File: src/rtl/wrs_pkg.sv
// rtl/wrs_pkg.sv - shared constants, state encoding and helpers for weighted_random_select
package wrs_pkg;

    localparam logic [15:0] LFSR_TAPS_16 = 16'hB400;
    localparam logic [23:0] LFSR_TAPS_24 = 24'hE10000;
    localparam logic [31:0] LFSR_TAPS_32 = 32'h80200003;

    typedef enum logic [1:0] {
        ST_IDLE    = 2'd0,
        ST_DRAW    = 2'd1,
        ST_PRESENT = 2'd2
    } wrs_state_e;

    function automatic int clog2(input int value);
        int result;
        int v;
        result = 0;
        v      = value - 1;
        while (v > 0) begin
            result++;
            v = v >> 1;
        end
        return result;
    endfunction

    function automatic logic [31:0] lfsr_taps(input int width);
        case (width)
            16:      return {16'h0, LFSR_TAPS_16};
            24:      return {8'h0, LFSR_TAPS_24};
            default: return LFSR_TAPS_32;
        endcase
    endfunction

endpackage

File: src/rtl/wrs_lfsr.sv
// rtl/wrs_lfsr.sv - right-shifting Galois LFSR with seed load and zero-seed guard
module wrs_lfsr
    import wrs_pkg::*;
#(
    parameter int WIDTH = 32
) (
    input  logic             in_clock,
    input  logic             in_reset,
    input  logic             in_seed_load,
    input  logic [WIDTH-1:0] in_seed,
    input  logic             in_step,
    output logic [WIDTH-1:0] out_state
);

    localparam logic [WIDTH-1:0] TAPS = WIDTH'(lfsr_taps(WIDTH));

    // The all-zero state is a lock-up point, so a zero seed is mapped to 1.
    always_ff @(posedge in_clock or negedge in_reset) begin
        if (!in_reset) begin
            out_state <= WIDTH'(1);
        end else if (in_seed_load) begin
            out_state <= (in_seed == '0) ? WIDTH'(1) : in_seed;
        end else if (in_step) begin
            out_state <= out_state[0] ? ((out_state >> 1) ^ TAPS) : (out_state >> 1);
        end
    end

endmodule

File: src/rtl/weighted_random_select.sv
// rtl/weighted_random_select.sv - weighted segment picker using LFSR rejection sampling
module weighted_random_select
    import wrs_pkg::*;
#(
    parameter  int NUM_SEG   = 4,
    parameter  int WEIGHT_W  = 8,
    parameter  int LFSR_W    = 32,
    parameter  int MAX_RETRY = 8,
    localparam int SEG_W     = (clog2(NUM_SEG) > 1) ? clog2(NUM_SEG) : 1,
    localparam int TOT_W     = WEIGHT_W + clog2(NUM_SEG),
    localparam int CNT_W     = clog2(MAX_RETRY + 1) + 1
) (
    input  logic                        in_clock,
    input  logic                        in_reset,
    input  logic                        in_enable,
    input  logic                        in_seed_load,
    input  logic [LFSR_W-1:0]           in_seed,
    input  logic [NUM_SEG*WEIGHT_W-1:0] in_weights,
    input  logic                        in_req_valid,
    output logic                        out_req_ready,
    output logic                        out_valid,
    input  logic                        in_ready,
    output logic [SEG_W-1:0]            out_segment_number,
    output logic                        out_error,
    output logic                        out_fallback,
    output logic [CNT_W-1:0]            out_draw_count
);

    wrs_state_e state, state_nxt;

    logic [NUM_SEG-1:0][TOT_W-1:0] prefix_c, prefix_r;
    logic [TOT_W-1:0]  total_c, total_r, mask_c, mask_r;
    logic [TOT_W-1:0]  cand, pick;
    logic [NUM_SEG-1:0] hit;
    logic [SEG_W-1:0]  seg_pick, seg_r;
    logic [CNT_W-1:0]  retry_r, draw_cnt_r;
    logic              err_r, fb_r, accept, last_try, accept_req;
    logic [LFSR_W-1:0] lfsr_q;
    logic              unused_lfsr_bits;

    for (genvar i = 0; i < NUM_SEG; i++) begin : g_prefix
        logic [TOT_W-1:0] psum;
        if (i == 0) begin : g_first
            assign psum = TOT_W'(in_weights[WEIGHT_W-1:0]);
        end else begin : g_rest
            assign psum = g_prefix[i-1].psum + TOT_W'(in_weights[i*WEIGHT_W +: WEIGHT_W]);
        end
        assign prefix_c[i] = psum;
    end

    assign total_c = prefix_c[NUM_SEG-1];

    // Smearing total-1 downward gives the next power of two minus one.
    always_comb begin
        mask_c = total_c - TOT_W'(1);
        for (int i = TOT_W - 2; i >= 0; i--) begin
            mask_c[i] = mask_c[i] | mask_c[i+1];
        end
        if (total_c <= TOT_W'(1)) begin
            mask_c = '0;
        end
    end

    wrs_lfsr #(.WIDTH(LFSR_W)) u_lfsr (
        .in_clock     (in_clock),
        .in_reset     (in_reset),
        .in_seed_load (in_seed_load),
        .in_seed      (in_seed),
        .in_step      (in_enable && (state == ST_DRAW)),
        .out_state    (lfsr_q)
    );

    assign unused_lfsr_bits = ^lfsr_q;

    assign cand       = lfsr_q[TOT_W-1:0] & mask_r;
    assign accept     = cand < total_r;
    assign pick       = accept ? cand : (cand - total_r);
    assign last_try   = (retry_r + CNT_W'(1)) == CNT_W'(MAX_RETRY);
    assign accept_req = in_req_valid && in_enable;

    for (genvar i = 0; i < NUM_SEG; i++) begin : g_search
        assign hit[i] = pick < prefix_r[i];
    end

    always_comb begin
        seg_pick = '0;
        for (int i = NUM_SEG - 1; i >= 0; i--) begin
            if (hit[i]) seg_pick = SEG_W'(i);
        end
    end

    always_ff @(posedge in_clock or negedge in_reset) begin
        if (!in_reset) state <= ST_IDLE;
        else           state <= state_nxt;
    end

    always_comb begin
        state_nxt = state;
        case (state)
            ST_IDLE:    if (accept_req) state_nxt = ST_DRAW;
            ST_DRAW:    if (in_enable && (total_r == '0 || accept || last_try)) state_nxt = ST_PRESENT;
            ST_PRESENT: if (in_ready) state_nxt = ST_IDLE;
            default:    state_nxt = ST_IDLE;
        endcase
    end

    always_ff @(posedge in_clock or negedge in_reset) begin
        if (!in_reset) begin
            prefix_r   <= '0;
            total_r    <= '0;
            mask_r     <= '0;
            retry_r    <= '0;
            draw_cnt_r <= '0;
            seg_r      <= '0;
            err_r      <= 1'b0;
            fb_r       <= 1'b0;
        end else begin
            case (state)
                ST_IDLE: if (accept_req) begin
                    prefix_r   <= prefix_c;
                    total_r    <= total_c;
                    mask_r     <= mask_c;
                    retry_r    <= '0;
                    draw_cnt_r <= '0;
                end
                ST_DRAW: if (in_enable) begin
                    if (total_r == '0) begin
                        err_r      <= 1'b1;
                        seg_r      <= '0;
                        draw_cnt_r <= '0;
                    end else begin
                        draw_cnt_r <= draw_cnt_r + CNT_W'(1);
                        if (accept) begin
                            seg_r <= seg_pick;
                        end else if (last_try) begin
                            seg_r <= seg_pick;
                            fb_r  <= 1'b1;
                        end else begin
                            retry_r <= retry_r + CNT_W'(1);
                        end
                    end
                end
                ST_PRESENT: if (in_ready) begin
                    err_r      <= 1'b0;
                    fb_r       <= 1'b0;
                    seg_r      <= '0;
                    draw_cnt_r <= '0;
                end
                default: ;
            endcase
        end
    end

    assign out_req_ready      = (state == ST_IDLE);
    assign out_valid          = (state == ST_PRESENT);
    assign out_segment_number = seg_r;
    assign out_error          = err_r;
    assign out_fallback       = fb_r;
    assign out_draw_count     = draw_cnt_r;

endmodule

File: config.mk
export PLATFORM = sky130hd
export DESIGN_NAME = weighted_random_select
export DESIGN_NICKNAME = d
export VERILOG_FILES = /design/src/rtl/wrs_pkg.sv /design/src/rtl/wrs_lfsr.sv /design/src/rtl/weighted_random_select.sv
export SDC_FILE = /design/constraint.sdc
export NUM_CORES = 1
export LEC_CHECK = 0
export ABC_AREA = 0
export CORE_AREA = 3 3 159 123
export CTS_BUF_LIST = sky130_fd_sc_hd__clkbuf_16
export DETAILED_ROUTE_END_ITERATION = 6
export DIE_AREA = 0 0 162 126
export DONT_BUFFER_PORTS = 1
export PLACE_DENSITY_LB_ADDON = 0.3
export SLEW_MARGIN = 20
export SYNTH_ARGS = -nofsm -noshare
export SYNTH_HDL_FRONTEND = slang
export SYNTH_HIERARCHICAL = 1
export SYNTH_SLANG_ARGS = --single-unit
File: constraint.sdc
create_clock -name in_clock -period 12.4 [get_ports in_clock]
set_clock_uncertainty 0.2 [all_clocks]
set_input_delay 2.48 -clock in_clock [delete_from_list [all_inputs] [get_ports in_clock]]
set_output_delay 2.48 -clock in_clock [all_outputs]
set_load 0.03 [all_outputs]
==> results.sh <==
export IMPL_outcome="finished clean"
export IMPL_antenna_found_initial=0
export IMPL_critPathLaunchType="primary input"
export IMPL_post_cts_resize_count=0
export IMPL_core_area_sq_um=18200
export IMPL_path_max_fanout=5
export IMPL_synth_area_leaders="dfrtp_1 33%, ha_1 13%, o21ai_0 6.2%"
export IMPL_cts_hold_buffers=0
export IMPL_syn_nets=939
export IMPL_synth_top_area_share_pct=32.7
export IMPL_cts_tree="built"
export IMPL_grt_pass1_wl_um=28000
export IMPL_ys_warn_count=6
export IMPL_setup_viol=0
export IMPL_die_area_sq_um=20400
export IMPL_cts_buffers=9
export IMPL_cp_required_ns=12.44
export IMPL_tightest_slew_ns=1.03
export IMPL_drt_pass1_iter_count=5
export IMPL_dp_hpwl_um=13200
export IMPL_syn_to_final_growth_pct=7.17
export IMPL_grt_pass1_vias=5362
export IMPL_row_count=43
export IMPL_ys_ff_latch=95
export IMPL_syn_avg_cell_area_sq_um=9.13
export IMPL_die_h_um=126
export IMPL_rsz0062_at_grt="no"
export IMPL_min_period_over_period_pct=55.9
export IMPL_nets=929
export IMPL_gp_congestion=0.876
export IMPL_synth_edf_count=0
export IMPL_initial_core_util_pct=39.6
export IMPL_finalCriticalPeriod_ns=6.93
export IMPL_synthCells=788
export IMPL_yosysMostFrequentCell="nand2_1"
export IMPL_end_kind="register"
export IMPL_fmax_mhz=144
export IMPL_async_flop_share_pct=100
export IMPL_ys_dominant_reg_cell="dfrtp_1"
export IMPL_clkLatencyLatePin_ns=0.36
export IMPL_hold_path_class="register to register"
export IMPL_p_per_area_nw_per_um2=267
export IMPL_clock_sinks=95
export IMPL_vias=5622
export IMPL_wl_um=17300
export IMPL_htree_levels=3
export IMPL_drive_gt1_share_pct=9.07
export IMPL_drv_cap=0
export IMPL_hold_viol=0
export IMPL_setup_tns_ns=0
export IMPL_gr_total_overflow=0
export IMPL_yosys_top_cells_count="96 x nand2_1, 94 x dfrtp_1, 89 x o21ai_0"
export IMPL_relSlewSlack_pct=30.8
export IMPL_fp_dieW_um=162
export IMPL_via_per_inst=5.46
export IMPL_fill_cells=1819
export IMPL_clk_pin_slew_ns=0.09
export IMPL_ys_types=75
export IMPL_drv_slew=0
export IMPL_post_cts_setup_buffers=0
export IMPL_synth_area_sq_um=7190
export IMPL_ir_drop_v=0.0000939
export IMPL_grt_start_max_net_pins=96
export IMPL_port_buffers=0
export IMPL_pin_count=81
export IMPL_first_iter_violations=397
export IMPL_whs_ns=0.281
export IMPL_antenna_left=0
export IMPL_cts_root_buf="clkbuf_16"
export IMPL_arrival_ns=6.97
export IMPL_drt_wirelength_per_cell_um=16.8
export IMPL_p_leak_nw=3.41
export IMPL_yosysSeqAreaShare_pct=33.1
export IMPL_drc=0
export IMPL_crit_type="primary input to register"
export IMPL_cts_buffer_depth=2
export IMPL_grtUsageTotal_pct=17.0
export IMPL_netlist_top_cell_by_area="dfrtp_1"
export IMPL_diodes=0
-- worst max-delay path, cell delays in order --
cell      delay (ns)
ha_1            0.20
fa_1            0.43
a21oi_1         0.16
o21bai_1        0.14
a31oi_1         0.23
xnor2_1         0.23
ha_1            0.32
a21oi_1         0.25
a21boi_0        0.15
a21boi_0        0.17
nor2_1          0.18
ha_1            0.29
a211oi_1        0.24
o211ai_1        0.12
o211ai_1        0.20
or4b_4          0.54
nor3_1          0.18
nor2_1          0.14
a221o_1         0.32
-- final timing paths --
check | from | endpoint | slack (ns) | depth (start not counted)
worst max-delay path | in_weights[0] | mask_r[4] | 5.47 | 19
worst min-delay path | mask_r[5] | mask_r[5] | 0.28 | 1
worst max register to register | u_lfsr/out_state[0] | out_segment_number[0] | 7.17 | 17
worst min register to register | mask_r[5] | mask_r[5] | 0.28 | 1
max in group asynchronous | in_reset | u_lfsr/out_state[0] | 10.12 | 0
min in group asynchronous | in_reset | prefix_r[18] | 1.62 | 0
-- registers in the layout (all words and copies together) (netlist names) --
signal	count
u_lfsr/out_state	32
state	2
prefix_r	27
retry_r	5
out_segment_number	2
out_draw_count	5
out_fallback	1
out_error	1
mask_r	10
total_r	10
-- report_power, final --
| group | leakage, nW | switching [mW] | internal, mW |
|---|---|---|---|
| logic | 2.09 | 0.730 | 0.538 |
| registers | 1.17 | 0.0841 | 0.417 |
| clock network | 0.150 | 0.144 | 0.145 |
| total | 3.41 | 0.959 | 1.10 |
-- stage by stage --
stage | utilization [%] | cell area, sq um | cells | setup WS, ns | total power [mW]
after global routing | 42.4 | 7710 | 1030 | 5.11 | 2.25
final | 42.4 | 7710 | 1030 | 5.47 | 2.06
after detailed placement | 40.7 | 7400 | 1014 | 5.12 | 1.75
after floorplan | - | 7190 | 788 | 5.58 | 1.47
after CTS | 42.4 | 7710 | 1030 | 5.51 | 2.05
after global placement | 40.7 | 7400 | 1014 | 5.22 | 1.74
-- kinds of logic after synthesis --
| kind of cell | synth area share (%) |
|---|---|
| buffers and inverters | 4.85 |
| DFF | 33.1 |
| adders and majority gates | 14.5 |
| muxes | 8.40 |
| AOI/OAI and AO/OA | 20.7 |
| and+or+nand+nor | 14.8 |
| xor gates and xnor gates | 3.65 |
-- routing by layer --
layer  track usage [%]  vias up  share of wire [%]  routed length (um)
met1              26.3     2653                 54                9280
met3              3.75       16                4.9                 853
met4              3.76        0                1.1                 185
li1                  -     2841                  -                   -
met5                 0        -                  0                   0
met2              24.0      112                 40                6960
-- final cells by class --
type | instances | area, sq um | area share [%]
repair buffers | 5 | 37.5 | 0.487
well taps | 247 | 309 | 4.01
flip-flops and latches | 95 | 2380 | 30.9
inverters | 56 | 210 | 2.73
multi-input cells | 611 | 4470 | 57.9
clock inverters | 7 | 81.3 | 1.06
clock buffers | 9 | 225 | 2.92
-- cell usage in the layout (no fill, tap or decap), types with 5 or more instances in the layout --
master     count
nor3_1         7
nand3_1       17
dfrtp_1       94
nor2_1        29
a211oi_1       6
a21oi_1       43
nor2b_1        5
mux2i_1       30
nor4_1         8
o21a_1         5
nand4_1       10
mux2_2        27
o211ai_1       7
nand2b_1       6
xor2_1        12
inv_1         56
o21ai_0       89
a31oi_1        8
and2_1        12
ha_1          77
clkbuf_16      9
o21bai_1       5
xnor2_1       18
nand2_1       96
a21o_1        14
buf_4          5
Note: power is estimated with default switching activity, not from simulation.
